$ cat config.mk
export PLATFORM = sky130hd
export DESIGN_NAME = mc_ctrl
export DESIGN_NICKNAME = d
export VERILOG_FILES = /design/src/rtl/mc_ctrl.sv
export SDC_FILE = /design/constraint.sdc
export NUM_CORES = 1
export LEC_CHECK = 0
export ABC_AREA = 1
export ABC_CLOCK_PERIOD_IN_PS = 3950
export CORE_ASPECT_RATIO = 0.6
export CORE_MARGIN = 8
export CORE_UTILIZATION = 40
export CTS_CLUSTER_SIZE = 30
export DETAILED_ROUTE_END_ITERATION = 16
export PLACE_DENSITY_LB_ADDON = 0.25
export SETUP_SLACK_MARGIN = 0.3
export SYNTH_ARGS = -nofsm -noshare
export SYNTH_HDL_FRONTEND = slang
export SYNTH_SLANG_ARGS = --single-unit
$ cat constraint.sdc
create_clock -name clk -period 3.95 [get_ports clk]
set_clock_uncertainty 0.15 [all_clocks]
set_input_delay 0.79 -clock clk [delete_from_list [all_inputs] [get_ports clk]]
set_output_delay 0.79 -clock clk [all_outputs]
set_load 0.01 [all_outputs]
$ cat src/rtl/mc_ctrl.sv
// Multi-cycle main control FSM for the MIPS-lite core: sequences one instruction
// through fetch/decode/execute/memory/writeback and drives all datapath controls.
//
// state  | meaning
// -------+------------------------------------------------------------
// FETCH  | load IR, advance PC by 4
// DECODE | classify opcode/funct; NOPs retire here
// EXE    | ALU op for addu/subu/ori/lui
// ALUWB  | write ALU result back to rd (R-type) or rt (ori/lui)
// MADDR  | compute base + sign-extended offset for lw/sw
// MRD    | data memory read for lw
// MWB    | write loaded word back to rt
// MWR    | data memory write for sw
// BRANCH | beq compare; PC takes branch target when zero
// JUMP   | j/jal/jr PC update; jal also links into $31
module mc_ctrl #(
  parameter int CNT_W = 32
) (
  input  logic             clk,
  input  logic             reset,
  input  logic [5:0]       opcode,
  input  logic [5:0]       funct,
  input  logic             zero,
  output logic             PCWr,
  output logic [1:0]       PCSrc,
  output logic             IRWr,
  output logic             RegWr,
  output logic [1:0]       RegDst,
  output logic [1:0]       WDSel,
  output logic             ALUSrc,
  output logic [2:0]       ALUOp,
  output logic             EXTOp,
  output logic             MemWr,
  output logic             retire,
  output logic [CNT_W-1:0] instr_cnt,
  output logic [3:0]       state
);

  typedef enum logic [3:0] {
    S_FETCH  = 4'd0,
    S_DECODE = 4'd1,
    S_EXE    = 4'd2,
    S_ALUWB  = 4'd3,
    S_MADDR  = 4'd4,
    S_MRD    = 4'd5,
    S_MWB    = 4'd6,
    S_MWR    = 4'd7,
    S_BRANCH = 4'd8,
    S_JUMP   = 4'd9
  } state_t;

  localparam logic [5:0] OP_RTYPE = 6'b000000;
  localparam logic [5:0] OP_ORI   = 6'b001101;
  localparam logic [5:0] OP_LUI   = 6'b001111;
  localparam logic [5:0] OP_LW    = 6'b100011;
  localparam logic [5:0] OP_SW    = 6'b101011;
  localparam logic [5:0] OP_BEQ   = 6'b000100;
  localparam logic [5:0] OP_J     = 6'b000010;
  localparam logic [5:0] OP_JAL   = 6'b000011;
  localparam logic [5:0] FN_ADDU  = 6'b100001;
  localparam logic [5:0] FN_SUBU  = 6'b100011;
  localparam logic [5:0] FN_JR    = 6'b001000;

  state_t           state_q, state_d;
  logic [CNT_W-1:0] cnt_q, cnt_d;

  logic is_rtype, is_addu, is_subu, is_jr;
  logic is_ori, is_lui, is_lw, is_sw, is_beq, is_j, is_jal;
  logic cls_alu, cls_mem, cls_jump, cls_imm;

  assign is_rtype = (opcode == OP_RTYPE);
  assign is_addu  = is_rtype && (funct == FN_ADDU);
  assign is_subu  = is_rtype && (funct == FN_SUBU);
  assign is_jr    = is_rtype && (funct == FN_JR);
  assign is_ori   = (opcode == OP_ORI);
  assign is_lui   = (opcode == OP_LUI);
  assign is_lw    = (opcode == OP_LW);
  assign is_sw    = (opcode == OP_SW);
  assign is_beq   = (opcode == OP_BEQ);
  assign is_j     = (opcode == OP_J);
  assign is_jal   = (opcode == OP_JAL);

  assign cls_alu  = is_addu || is_subu || is_ori || is_lui;
  assign cls_mem  = is_lw || is_sw;
  assign cls_jump = is_j || is_jal || is_jr;
  assign cls_imm  = is_ori || is_lui;

  // Raw decode before reset gating of the write strobes.
  logic       pcwr_r, irwr_r, regwr_r, memwr_r, retire_r;
  logic [1:0] pcsrc_r, regdst_r, wdsel_r;
  logic       alusrc_r, extop_r;
  logic [2:0] aluop_r;

  always_ff @(posedge clk) begin
    if (reset) begin
      state_q <= S_FETCH;
      cnt_q   <= '0;
    end else begin
      state_q <= state_d;
      cnt_q   <= cnt_d;
    end
  end

  always_comb begin
    state_d  = S_FETCH;
    pcwr_r   = 1'b0;
    pcsrc_r  = 2'b00;
    irwr_r   = 1'b0;
    regwr_r  = 1'b0;
    regdst_r = 2'b00;
    wdsel_r  = 2'b00;
    alusrc_r = 1'b0;
    aluop_r  = 3'b000;
    extop_r  = 1'b0;
    memwr_r  = 1'b0;
    retire_r = 1'b0;
    case (state_q)
      S_FETCH: begin
        irwr_r  = 1'b1;
        pcwr_r  = 1'b1;
        state_d = S_DECODE;
      end
      S_DECODE: begin
        if (cls_alu)       state_d = S_EXE;
        else if (cls_mem)  state_d = S_MADDR;
        else if (is_beq)   state_d = S_BRANCH;
        else if (cls_jump) state_d = S_JUMP;
        else begin
          state_d  = S_FETCH;
          retire_r = 1'b1;
        end
      end
      S_EXE, S_ALUWB: begin
        if (is_subu)     aluop_r = 3'b001;
        else if (is_ori) aluop_r = 3'b010;
        else if (is_lui) aluop_r = 3'b011;
        else             aluop_r = 3'b000;
        alusrc_r = cls_imm;
        extop_r  = cls_imm;
        if (state_q == S_ALUWB) begin
          regwr_r  = 1'b1;
          regdst_r = is_rtype ? 2'b01 : 2'b00;
          retire_r = 1'b1;
          state_d  = S_FETCH;
        end else begin
          state_d  = S_ALUWB;
        end
      end
      S_MADDR: begin
        alusrc_r = 1'b1;
        state_d  = is_sw ? S_MWR : S_MRD;
      end
      S_MRD: begin
        alusrc_r = 1'b1;
        state_d  = S_MWB;
      end
      S_MWB: begin
        regwr_r  = 1'b1;
        wdsel_r  = 2'b01;
        retire_r = 1'b1;
      end
      S_MWR: begin
        alusrc_r = 1'b1;
        memwr_r  = 1'b1;
        retire_r = 1'b1;
      end
      S_BRANCH: begin
        aluop_r  = 3'b001;
        pcsrc_r  = 2'b01;
        pcwr_r   = zero;
        retire_r = 1'b1;
      end
      S_JUMP: begin
        pcwr_r   = 1'b1;
        pcsrc_r  = is_jr ? 2'b11 : 2'b10;
        retire_r = 1'b1;
        if (is_jal) begin
          regwr_r  = 1'b1;
          regdst_r = 2'b10;
          wdsel_r  = 2'b10;
        end
      end
      default: state_d = S_FETCH;
    endcase
  end

  // Reset abandons the instruction in flight: no architectural write that cycle.
  assign PCWr   = pcwr_r   & ~reset;
  assign IRWr   = irwr_r   & ~reset;
  assign RegWr  = regwr_r  & ~reset;
  assign MemWr  = memwr_r  & ~reset;
  assign retire = retire_r & ~reset;
  assign PCSrc  = pcsrc_r;
  assign RegDst = regdst_r;
  assign WDSel  = wdsel_r;
  assign ALUSrc = alusrc_r;
  assign ALUOp  = aluop_r;
  assign EXTOp  = extop_r;

  assign cnt_d     = cnt_q + {{(CNT_W-1){1'b0}}, retire};
  assign instr_cnt = cnt_q;
  assign state     = state_q;

endmodule

==> results.txt <==
status -> completed
sequential cell fraction of total power -> 52.6%
Placed Area -> 2980 um2
I/O pin count -> 67
Warnings, synthesis -> 0
internal power of the cells -> 519 uW
clock-pin transition on the worst setup and hold timing paths -> 80 ps
P&R area growth vs syn -> 37.7%
synthesized area per cell -> 6.15 um2
number of flip-flops and latches in the synthesized netlist -> 36
quantity of I/O buffers inserted on ports -> 65
DRC violation count after routing -> 0
shortest clock period the worst path allows after layout -> 3480 ps
number of CTS-inserted buffers -> 5
startpoint kind of the worst setup timing path -> input port
final hold viol count -> 0
number of clock sinks -> 36
period utilisation layout -> 88.1%
largest net degree at the start of global routing -> 22
cell area after layout -> 3080 um2
peak clock frequency supported by timing -> 287 MHz
cell at the root of the clock tree -> sky130_fd_sc_hd__clkbuf_8
count of unique library cells instantiated by Yosys -> 33
number of max-slew violations in the final report -> 0
share of flip-flops with an asynchronous set or reset after synthesis -> 0%
worst setup timing slack at the placement stage -> 323 ps
# placed instances -> 497
sort of element at the end of the critical path -> output port
remaining antenna violation count after routing -> 0
Total Die Area -> 8320 um2
post-synthesis instance area -> 2240 um2
Final HPWL DP -> 5.77 mm
maximum fanout along the worst path -> 4
count of flip-flops with a built-in enable after synthesis -> 0
path type of the worst min-delay path -> flip-flop to flip-flop
PnR worst setup slack -> 470 ps
vias in the first global route -> 2,366
chip width -> 113 um
CTS tree -> yes
die height -> 73.9 um
data required time of the critical path -> 3010 ps
Leakage Power -> 0.00109 uW
routed wire length -> 7.13 mm
clock tree buffer depth -> 2
Setup CP Type -> input port to output port
max cap viols -> 0
number of levels the H-tree was split into -> 2
post-DR wirelength/cell -> 14.1 um
gpl congestion -> 0.970
Initial Util -> 40.8%
first drt pass iteration count -> 5
count of non-filler cells in the finished layout -> 505
unrepaired setup endpoints after global routing -> no
number of buffers inserted for hold repair after clock tree synthesis -> 0
Tightest Pin Transition -> 515 ps
number of cells produced by synthesis -> 364
Rows -> 21
proportion of power drawn by combinational gates -> 9.4%
Antenna Diode Count -> 0
Synth Flop Type -> sky130_fd_sc_hd__dfxtp_1
clock latency reported for the late side of the worst-skew pair -> 290 ps
wire length of the first global-routing pass -> 11.6 mm
post-route setup TNS -> 0 ps
fraction of final layout cells with drive strength greater than 1 -> 6.65%
nets@finish -> 452
combined global-route utilization of all metal layers -> 17.5%
total vias in the final route -> 2,609
leftover overflow at the end of global routing -> 0
largest voltage drop on the vdd net -> 0.140 mV
Power Density -> 227 nW/um2
number of violations reported at the end of detailed-routing iteration 0 -> 192
initial antenna violation count -> 0
Worst Hold Margin -> 335 ps
switching power -> 181 uW
Vias/cell -> 5.17
Crit path arrival time -> 2540 ps
switch share -> 25.9%
sequential fraction of the synthesis area -> 32.2%
final count of negative-setup-slack endpoints -> 0
number of nets produced by synthesis -> 381
Core Area -> 5490 um2
Relative slew margins -> 65.6%
share of power burned in the clock network -> 38.0%
==> state kept, by name, summed over array words and instances (netlist names) <==
register and cells:
instr_cnt 32, state 4
==> synth_stat cells (2+ instances only) <==
| cell | n | area, um2 |
|---|---|---|
| sky130_fd_sc_hd__o21a_1 | 3 | 22.5 |
| sky130_fd_sc_hd__nor3_1 | 10 | 50.1 |
| sky130_fd_sc_hd__nor2_1 | 70 | 263 |
| sky130_fd_sc_hd__inv_1 | 47 | 176 |
| sky130_fd_sc_hd__clkbuf_1 | 3 | 11.3 |
| sky130_fd_sc_hd__a31oi_1 | 4 | 25.0 |
| sky130_fd_sc_hd__nand3_1 | 23 | 115 |
| sky130_fd_sc_hd__ha_1 | 2 | 25.0 |
| sky130_fd_sc_hd__nor2_2 | 4 | 25.0 |
| sky130_fd_sc_hd__nand2_1 | 90 | 338 |
| sky130_fd_sc_hd__nand4_1 | 3 | 18.8 |
| sky130_fd_sc_hd__dfxtp_1 | 36 | 721 |
| sky130_fd_sc_hd__nand3b_1 | 5 | 37.5 |
| sky130_fd_sc_hd__o21ai_0 | 10 | 50.1 |
| sky130_fd_sc_hd__a21oi_1 | 30 | 150 |
| sky130_fd_sc_hd__nor2_4 | 5 | 56.3 |
| sky130_fd_sc_hd__xnor2_1 | 3 | 26.3 |
==> power by group through the flow <==
| stage | clock [uW] | combinational (uW) | sequential [uW] |
|---|---|---|---|
| 3_5_place_dp | 0 | 64.6 | 377 |
| 6_report | 266 | 66.0 | 368 |
| 4_1_cts | 274 | 64.8 | 368 |
| 2_1_floorplan | 0 | 28.8 | 377 |
| 5_1_grt | 287 | 72.9 | 369 |
| 3_3_place_gp | 0 | 63.8 | 377 |
==> kinds of logic (layout without fill, tap and decap cells) <==
family          after synthesis  in the layout  synth area share, %
flops                        36             36                 32.2
buf+inv                      52            124                 8.89
compound gates               52             52                 12.6
other cells                   1              1                0.168
xor+xnor                      4              4                 1.57
simple gates                217            217                 43.5
fa+ha+maj                     2              2                 1.12
==> layout by cell type (no fill, tap or decap), types with 2 or more instances in the layout <==
master / count
sky130_fd_sc_hd__a21oi_1: 30
sky130_fd_sc_hd__a31oi_1: 4
sky130_fd_sc_hd__buf_4: 3
sky130_fd_sc_hd__clkbuf_8: 5
sky130_fd_sc_hd__clkdlybuf4s50_1: 63
sky130_fd_sc_hd__clkinv_2: 2
sky130_fd_sc_hd__dfxtp_1: 36
sky130_fd_sc_hd__dlymetal6s2s_1: 2
sky130_fd_sc_hd__ha_1: 2
sky130_fd_sc_hd__inv_1: 47
sky130_fd_sc_hd__nand2_1: 90
sky130_fd_sc_hd__nand3_1: 23
sky130_fd_sc_hd__nand3b_1: 5
sky130_fd_sc_hd__nand4_1: 3
sky130_fd_sc_hd__nor2_1: 68
sky130_fd_sc_hd__nor2_2: 5
sky130_fd_sc_hd__nor2_4: 6
sky130_fd_sc_hd__nor3_1: 10
sky130_fd_sc_hd__o21a_1: 3
sky130_fd_sc_hd__o21ai_0: 10
sky130_fd_sc_hd__xnor2_1: 3
==> worst max-delay path: stages <==
cell and delay, ps:
sky130_fd_sc_hd__clkdlybuf4s50_1 480, sky130_fd_sc_hd__nor2_2 200, sky130_fd_sc_hd__inv_1 90, sky130_fd_sc_hd__nor2_1 110, sky130_fd_sc_hd__nand3_1 130, sky130_fd_sc_hd__a31oi_1 150
sky130_fd_sc_hd__clkdlybuf4s50_1 590
==> metal layers <==
layer / GRT usage, % / vias to the layer above / wire, um
li1: - / 1308 / -
met1: 24.8 / 1188 / 3570
met2: 25.3 / 105 / 2750
met3: 5.67 / 8 / 752
met4: 3.56 / 0 / 58
met5: 0 / - / 0
==> worst paths after layout <==
check / from / endpoint / slack (ps) / depth (start not counted)
worst max-delay path: opcode[3] / RegWr / 470 / 7
worst min-delay path: instr_cnt[31] / instr_cnt[31] / 330 / 2
worst max register to register: state[3] / instr_cnt[18] / 970 / 16
worst min register to register: instr_cnt[31] / instr_cnt[31] / 330 / 2
==> layout make-up <==
cell class / instances / area [um2]
Clock buffer: 5 / 68.8
Clock inverter: 3 / 18.8
Fill cell: 532 / 2410
Inverter: 48 / 180
Multi-Input combinational cell: 276 / 1330
Sequential cell: 36 / 721
Tap cell: 69 / 86.3
Timing Repair Buffer: 68 / 678
==> through the flow <==
step,utilization [%],total power (uW)
after floorplan,-,406
after global placement,54.2,441
after detailed placement,54.2,441
after CTS,55.8,707
after global routing,56.1,729
final,56.1,700
==> repair_timing <==
action,in CTS,in global routing
setup endpoints to repair,0,3
resized for setup,0,5
buffers inserted,0,0
(Power assumes the default switching activity.)
